===== src/rtl/mmio_dma_copy.sv =====
// Word-copy DMA initiator for the valid/ready MMIO bus: reads one word from src,
// writes it to dst, repeats len times, with a per-request ready timeout.
module mmio_dma_copy #(
  parameter int unsigned LEN_W   = 16,
  parameter int unsigned TIMEOUT = 256
) (
  input  logic             clk,
  input  logic             rst,
  input  logic             start,
  input  logic [31:0]      src_addr,
  input  logic [31:0]      dst_addr,
  input  logic [LEN_W-1:0] len,
  output logic             busy,
  output logic             done,
  output logic             error,
  output logic [LEN_W-1:0] words_done,
  output logic [31:0]      m_addr,
  output logic [31:0]      m_wdata,
  output logic [3:0]       m_wstrb,
  output logic             m_we,
  output logic             m_valid,
  input  logic [31:0]      m_rdata,
  input  logic             m_ready
);

  localparam int unsigned TCNT_W = (TIMEOUT > 1) ? $clog2(TIMEOUT) : 1;
  localparam logic [TCNT_W-1:0] TCNT_LAST = TCNT_W'(TIMEOUT - 1);
  localparam logic [31:0] WORD_MASK = 32'hFFFF_FFFC;

  typedef enum logic [2:0] {
    S_IDLE,
    S_RD,
    S_RD_GAP,
    S_WR,
    S_WR_GAP
  } state_t;

  state_t            state, state_d;
  logic [31:0]       rd_ptr, rd_ptr_d;
  logic [31:0]       wr_ptr, wr_ptr_d;
  logic [LEN_W-1:0]  len_q, len_d;
  logic [TCNT_W-1:0] tcnt, tcnt_d;
  logic              abort;

  logic              busy_d, done_d, error_d;
  logic [LEN_W-1:0]  words_done_d;
  logic [31:0]       m_addr_d, m_wdata_d;
  logic [3:0]        m_wstrb_d;
  logic              m_we_d, m_valid_d;

  // Next-state and next-output logic; every output is registered below.
  always_comb begin
    state_d      = state;
    rd_ptr_d     = rd_ptr;
    wr_ptr_d     = wr_ptr;
    len_d        = len_q;
    tcnt_d       = tcnt;
    abort        = 1'b0;
    busy_d       = busy;
    done_d       = 1'b0;
    error_d      = error;
    words_done_d = words_done;
    m_addr_d     = m_addr;
    m_wdata_d    = m_wdata;
    m_wstrb_d    = m_wstrb;
    m_we_d       = m_we;
    m_valid_d    = m_valid;

    unique case (state)
      S_IDLE: begin
        if (start) begin
          len_d        = len;
          rd_ptr_d     = src_addr & WORD_MASK;
          wr_ptr_d     = dst_addr & WORD_MASK;
          tcnt_d       = '0;
          error_d      = 1'b0;
          words_done_d = '0;
          if (len == '0) begin
            done_d = 1'b1;
            busy_d = 1'b0;
          end else begin
            busy_d    = 1'b1;
            m_valid_d = 1'b1;
            m_we_d    = 1'b0;
            m_wstrb_d = 4'h0;
            m_addr_d  = src_addr & WORD_MASK;
            state_d   = S_RD;
          end
        end
      end

      S_RD: begin
        if (m_ready) begin
          m_wdata_d = m_rdata;
          m_valid_d = 1'b0;
          rd_ptr_d  = rd_ptr + 32'd4;
          state_d   = S_RD_GAP;
        end else if (tcnt == TCNT_LAST) begin
          abort = 1'b1;
        end else begin
          tcnt_d = tcnt + TCNT_W'(1);
        end
      end

      S_RD_GAP: begin
        m_valid_d = 1'b1;
        m_we_d    = 1'b1;
        m_wstrb_d = 4'hF;
        m_addr_d  = wr_ptr;
        tcnt_d    = '0;
        state_d   = S_WR;
      end

      S_WR: begin
        if (m_ready) begin
          words_done_d = words_done + LEN_W'(1);
          m_valid_d    = 1'b0;
          m_we_d       = 1'b0;
          m_wstrb_d    = 4'h0;
          wr_ptr_d     = wr_ptr + 32'd4;
          state_d      = S_WR_GAP;
        end else if (tcnt == TCNT_LAST) begin
          abort = 1'b1;
        end else begin
          tcnt_d = tcnt + TCNT_W'(1);
        end
      end

      S_WR_GAP: begin
        if (words_done == len_q) begin
          done_d  = 1'b1;
          busy_d  = 1'b0;
          state_d = S_IDLE;
        end else begin
          m_valid_d = 1'b1;
          m_we_d    = 1'b0;
          m_wstrb_d = 4'h0;
          m_addr_d  = rd_ptr;
          tcnt_d    = '0;
          state_d   = S_RD;
        end
      end

      default: state_d = S_IDLE;
    endcase

    // Stalled request: drop the bus and report; words_done keeps completed writes.
    if (abort) begin
      m_valid_d = 1'b0;
      m_we_d    = 1'b0;
      m_wstrb_d = 4'h0;
      error_d   = 1'b1;
      done_d    = 1'b1;
      busy_d    = 1'b0;
      state_d   = S_IDLE;
    end
  end

  always_ff @(posedge clk or posedge rst) begin
    if (rst) begin
      state      <= S_IDLE;
      rd_ptr     <= '0;
      wr_ptr     <= '0;
      len_q      <= '0;
      tcnt       <= '0;
      busy       <= 1'b0;
      done       <= 1'b0;
      error      <= 1'b0;
      words_done <= '0;
      m_addr     <= '0;
      m_wdata    <= '0;
      m_wstrb    <= 4'h0;
      m_we       <= 1'b0;
      m_valid    <= 1'b0;
    end else begin
      state      <= state_d;
      rd_ptr     <= rd_ptr_d;
      wr_ptr     <= wr_ptr_d;
      len_q      <= len_d;
      tcnt       <= tcnt_d;
      busy       <= busy_d;
      done       <= done_d;
      error      <= error_d;
      words_done <= words_done_d;
      m_addr     <= m_addr_d;
      m_wdata    <= m_wdata_d;
      m_wstrb    <= m_wstrb_d;
      m_we       <= m_we_d;
      m_valid    <= m_valid_d;
    end
  end

endmodule


===== config.mk =====
export PLATFORM = sky130hd
export DESIGN_NAME = mmio_dma_copy
export DESIGN_NICKNAME = d
export VERILOG_FILES = /design/src/rtl/mmio_dma_copy.sv
export SDC_FILE = /design/constraint.sdc
export NUM_CORES = 1
export LEC_CHECK = 0
export ABC_AREA = 1
export BUFFER_PORTS_ARGS = -buffer_cell sky130_fd_sc_hd__buf_4
export CAP_MARGIN = 20
export CORE_UTILIZATION = 40
export DETAILED_ROUTE_END_ITERATION = 16
export SLEW_MARGIN = 20
export SYNTH_ARGS = -nofsm -noshare
export SYNTH_HDL_FRONTEND = slang
export SYNTH_SLANG_ARGS = --single-unit

===== constraint.sdc =====
create_clock -name clk -period 6.07 [get_ports clk]
set_input_delay 0.3035 -clock clk [delete_from_list [all_inputs] [get_ports clk]]
set_output_delay 0.3035 -clock clk [all_outputs]
set_load 0.05 [all_outputs]

# Word level (Yosys, flattened, before mapping)

Index checks and enable logic that the tools add are counted.

Input port bits: 116
Register bits after elaboration: 180
Word-level logic and storage cells: 119

Equal/unequal tests: 20
Add/subtract/negate cells: 4
Reductions and logical operators: 23
Mux-type cells: 58

Operator list:

| cell                    | count |
|---|---|
| $mux W32                | 7 |
| $pmux W32 S2            | 2 |
| $pmux W32 S3            | 1 |
| $add A32 B3 Y32 const B | 2 |
| $mux W16                | 2 |
| $mux W8                 | 4 |
| $pmux W16 S2            | 1 |
| $pmux W8 S4             | 1 |
| $mux W1                 | 24 |
| $mux W4                 | 5 |
| $ne A3 B3 Y1 const B    | 6 |
| $add A16 B1 Y16 const B | 1 |
| $eq A16 B16 Y1          | 1 |
| $logic_not A16 Y1       | 1 |
| $pmux W4 S4             | 1 |
| $mux W3                 | 5 |
| $pmux W3 S5             | 1 |
| $reduce_and A5 Y1       | 3 |
| $ne A2 B2 Y1 const B    | 7 |
| $reduce_bool A5 Y1      | 2 |
| $reduce_and A3 Y1       | 3 |
| $add A8 B1 Y8 const B   | 1 |
| $eq A8 B8 Y1 const B    | 1 |
| $pmux W1 S4             | 2 |
| 12 further kinds        | 21 |

# Logic depth before layout (Yosys ltp)

Depth after elaboration: 6
Depth in mapped cells: 13

# Worst setup path before layout

OpenSTA, ideal clock, no wires.

Path type: reg-to-reg
Start: reg words_done[7]
End: reg tcnt[5]
Required time: 5,944 ps
Setup time: 126 ps
Period minus slack after synthesis: 1,877 ps
Path buffers: 1
Arrival time: 1,751 ps
Slack: 4,193 ps
Cell stages (with the launch flop): 11
Path through: dfrtp_1 inv_1 nand2_1 nand2_1 nor2_1 nand2_1 nor2_1 nand3_2 nand2_2 buf_2 o21ai_0

Longest elaborated chain between the ends: 3

RTL lines:

| element                     | RTL line | source |
|---|---|---|
| from (decl)                 | 16       | `output logic [LEN_W-1:0] words_done,` |
| from (signal assigned)      | 184      | `words_done <= words_done_d;` |
| $eq A16 B16 Y1              | 130      | `if (words_done == len_q) begin` |
| $ne A2 B2 Y1 (no line)      | -        |  |
| $reduce_and A5 Y1 (no line) | -        |  |
| to (signal assigned)        | 180      | `tcnt <= tcnt_d;` |
| to (decl)                   | 42       | `logic [TCNT_W-1:0] tcnt, tcnt_d;` |

No other way between the ends.
A chain may end at the register's enable or synchronous reset.

# Final worst setup path

Start: reg state[2]
End: reg wr_ptr[16]

Longest elaborated chain between the ends: 3
Elaborated cells between the ends (all ways): 7
Those cells by class: eq/ne: 3; mux: 1; reduce/logical: 3

RTL lines:

| element                                                      | RTL line | source |
|---|---|---|
| from (decl)                                                  | 38       | `state_t state, state_d;` |
| from (signal assigned)                                       | 176      | `state <= state_d;` |
| $eq A3 B2 Y1 or $logic_not A3 Y1 (tied branches)             | 69       | `unique case (state)` |
| $ne A2 B2 Y1 (no line) or $reduce_bool A2 Y1 (tied branches) | -        |  |
| $reduce_and A3 Y1 (no line)                                  | -        |  |
| to (signal assigned)                                         | 178      | `wr_ptr <= wr_ptr_d;` |
| to (decl)                                                    | 40       | `logic [31:0] wr_ptr, wr_ptr_d;` |

Several ways; a longest one is shown, not always the timed one.

==> impl_metrics.tcl <==
set metrics [dict create \
    synth_cells 1353 \
    switchingPower_mw 3.42 \
    rows 57 \
    core_area_mm2 0.0243 \
    root_buffer "clkbuf_16" \
    grt_max_degree 81 \
    syn_nets 1473 \
    grt.total_usage_pct 24.4 \
    status "finished, final reports clean" \
    grt_pass1_wl_um 48800 \
    syn2layout_area_growth_pct 23.1 \
    hp-class "in2async" \
    worst-slew-pin-transition_ns 1.08 \
    hpwl_um 21900 \
    setup_viol 0 \
    critPathTopFamily "buffers and inverters" \
    dp_cells 1831 \
    drv_cap 0 \
    cts_resized 0 \
    worst-path-buf-inv 5 \
    slowest_stage "inv_1" \
    drive_gt1_share_pct 19.8 \
    synth_seq_area_share_pct 43.3 \
    die_w_um 159 \
    p_comb_share_pct 52.8 \
    ios 205 \
    avgSynthCellArea_um2 7.31 \
    synth_warnings 0 \
    antenna_found_initial 0 \
    num_vias 9659 \
    p_leak_nw 5.99 \
    synth_flop_cell "dfrtp_1" \
    h-tree-depth 4 \
    drcViolationCount 0 \
    max_stage_delay_ns 0.49 \
    ir_drop_uv 316 \
    dieArea_mm2 0.0254 \
    wl_per_cell_um 16.3 \
    final_cell_count_no_fill 1863 \
    cp-end-kind "register" \
    cts_hold_buf 0 \
    utilization_pct 50.1 \
    place.gp.congestion 0.954 \
    insertedDiodeCount 0 \
    synth_area_mm2 0.00989 \
    fin_nets 1646 \
    grt_pass1_vias 9306 \
    cp.arrival_ns 3.52 \
    power_frac_clock_pct 16.4 \
    yosys_register_bits 171 \
    tns_ns 0 \
    skew_ns 0.0135 \
    synth_top_area_cell "dfrtp_1" \
    drtAntennaViolNets 0 \
    drt_iter0_markers 695 \
    reg2reg_depth 13 \
    tritoncts "built" \
    fin_crit_sh_pct 51.6 \
    netSwitchingFraction_pct 51.1 \
    synth_cell_types 42 \
    cp.depth 13 \
    clk_pin_slew_ns 0.07 \
    fillCellCount 2431 \
    synthArstFlopShare_pct 100 \
    synth_edf_count 0 \
    whs_ns 0.00108 \
    r2r_setup_slack_ns 2.94 \
    yosysTopAreaCellShare_pct 43.3 \
    post_drt_via_cell_ratio 5.18 \
    design_area_mm2 0.0122 \
    initial_utilization_pct 40.7 \
    clock_path_buffers 2 \
    slew_viol_final 0 \
    dpl_cell_area_mm2 0.0116 \
    cts_inserted_buffers 17 \
    p_seq_share_pct 30.8 \
    clk_latency_ns 0.45 \
    portBuffers 200 \
    cellPowerDensity_mw_per_mm2 550 \
    gr-total-overflow 0 \
    post_cts_buffers 0 \
    cp_common_cell "nand2_1" \
    min_period_ns 3.13 \
    crit_required_ns 6.45 \
    synthTopCellsByArea "dfrtp_1 (43%), nand2_1 (14%), o21ai_0 (6.6%)" \
    path_max_fanout 56 \
    cts_num_sinks 171 \
    rsz0062_at_grt "no" \
    die_height_um 159 \
    totalWireLength_um 30300 \
    final-hold-violation-count 0 \
    cp-start-kind "register" \
    drt_first_pass_iters 7 \
    criticalPathCategory "reg2reg" \
    crit_chain "inv_2 > nand2_2 > nor2_4 > buf_4 > nand2_1 > nand2_1 > buf_4 > inv_1 > a21oi_1 > o21ai_0 > nand2_1 > nand2_1 > inv_1" \
    internal_power_mw 3.28 \
    fmax_mhz 319 \
    slew_headroom_pct 28.1 \
]
## state kept, by name, summed over array words and instances, names as in the netlist
register and flops:
error 1, tcnt 8, m_addr 31, m_valid 1, wr_ptr 30, words_done 16
m_wstrb 1, done 1, m_wdata 32, rd_ptr 30, state 3, busy 1
len_q 16
## layer usage
layer	wire length [µm]	global-route usage [%]
met4	1040	8.96
met2	14500	40.6
met1	13200	31.4
met3	1540	4.87
met5	0	0
## per-stage QoR
| step | total power [mW] | worst slack [ns] |
|---|---|---|
| 6_report | 6.70 | 2.94 |
| 5_1_grt | 7.19 | 2.62 |
| 4_1_cts | 6.73 | 2.93 |
| 3_5_place_dp | 5.61 | 2.96 |
| 3_3_place_gp | 5.56 | 2.96 |
| 2_1_floorplan | 4.59 | 1.13 |
## final timing paths
| path | startpoint | end |
|---|---|---|
| worst min register to register | m_valid$_DFFE_PP0P_ | m_valid$_DFFE_PP0P_ |
| worst max-delay path | state[2]$_DFFE_PP0P_ | wr_ptr[16]$_DFFE_PP0P_ |
| worst max register to register | state[2]$_DFFE_PP0P_ | wr_ptr[16]$_DFFE_PP0P_ |
| max in group asynchronous | rst | wr_ptr[9]$_DFFE_PP0P_ |
| worst min-delay path | rst | len_q[2]$_DFFE_PP0P_ |
| min in group clk | m_rdata[16] | m_wdata[16]$_DFFE_PP0P_ |
## power by group through the flow
stage                     Sequential [mW]  Combinational (mW)  Clock, mW
after global routing                 2.13                3.89       1.17
after detailed placement             2.07                3.54          0
after CTS                            2.06                3.55       1.12
after global placement               2.06                3.50          0
after floorplan                      2.73                1.87          0
final                                2.07                3.54       1.10
## cell usage in the layout, fill, tap and decap left out, drive strengths merged, types with 6 or more instances in the layout
cell / instances
a21oi: 60
a22o: 6
a22oi: 6
buf: 207
clkbuf: 18
clkinv: 9
dfrtp: 171
inv: 173
mux2: 32
nand2: 377
nand3: 77
nand3b: 8
nand4: 18
nor2: 122
nor3: 36
o21ai: 143
o22ai: 33
or2: 8
xor2: 9
## final cells by class
| cell class | count | area [µm²] | area share, % |
|---|---|---|---|
| clock buffer | 18 | 439 | 3.61 |
| clock inverter | 14 | 150 | 1.23 |
| inverter | 168 | 636 | 5.22 |
| multi-input combinational | 961 | 4710 | 38.7 |
| sequential | 171 | 4280 | 35.1 |
| tap | 324 | 405 | 3.33 |
| timing repair buffer | 207 | 1550 | 12.8 |
## synthesized netlist by cell type (all sizes together), types with 8 or more instances
cell type    n
nand3       77
nand3b       8
o22ai       33
dfrtp      171
nand4       18
mux2        32
clkbuf      18
nor2       122
xor2         9
or2          8
a21oi       60
nor3        36
buf         35
inv        167
nand2      377
o21ai      143
## kinds of logic (layout without fill, tap and decap cells)
family | after synthesis | in the layout | share of synthesized area [%]
AOI/OAI and AO/OA | 268 | 268 | 14.9
adders and majority gates | 4 | 4 | 0.506
xor gates and xnor gates | 9 | 9 | 0.797
muxes | 32 | 32 | 3.64
buffers and inverters | 221 | 407 | 9.18
and+or+nand+nor | 648 | 648 | 27.7
DFF | 171 | 171 | 43.3
No activity file was read; power rests on OpenSTA's default activity.
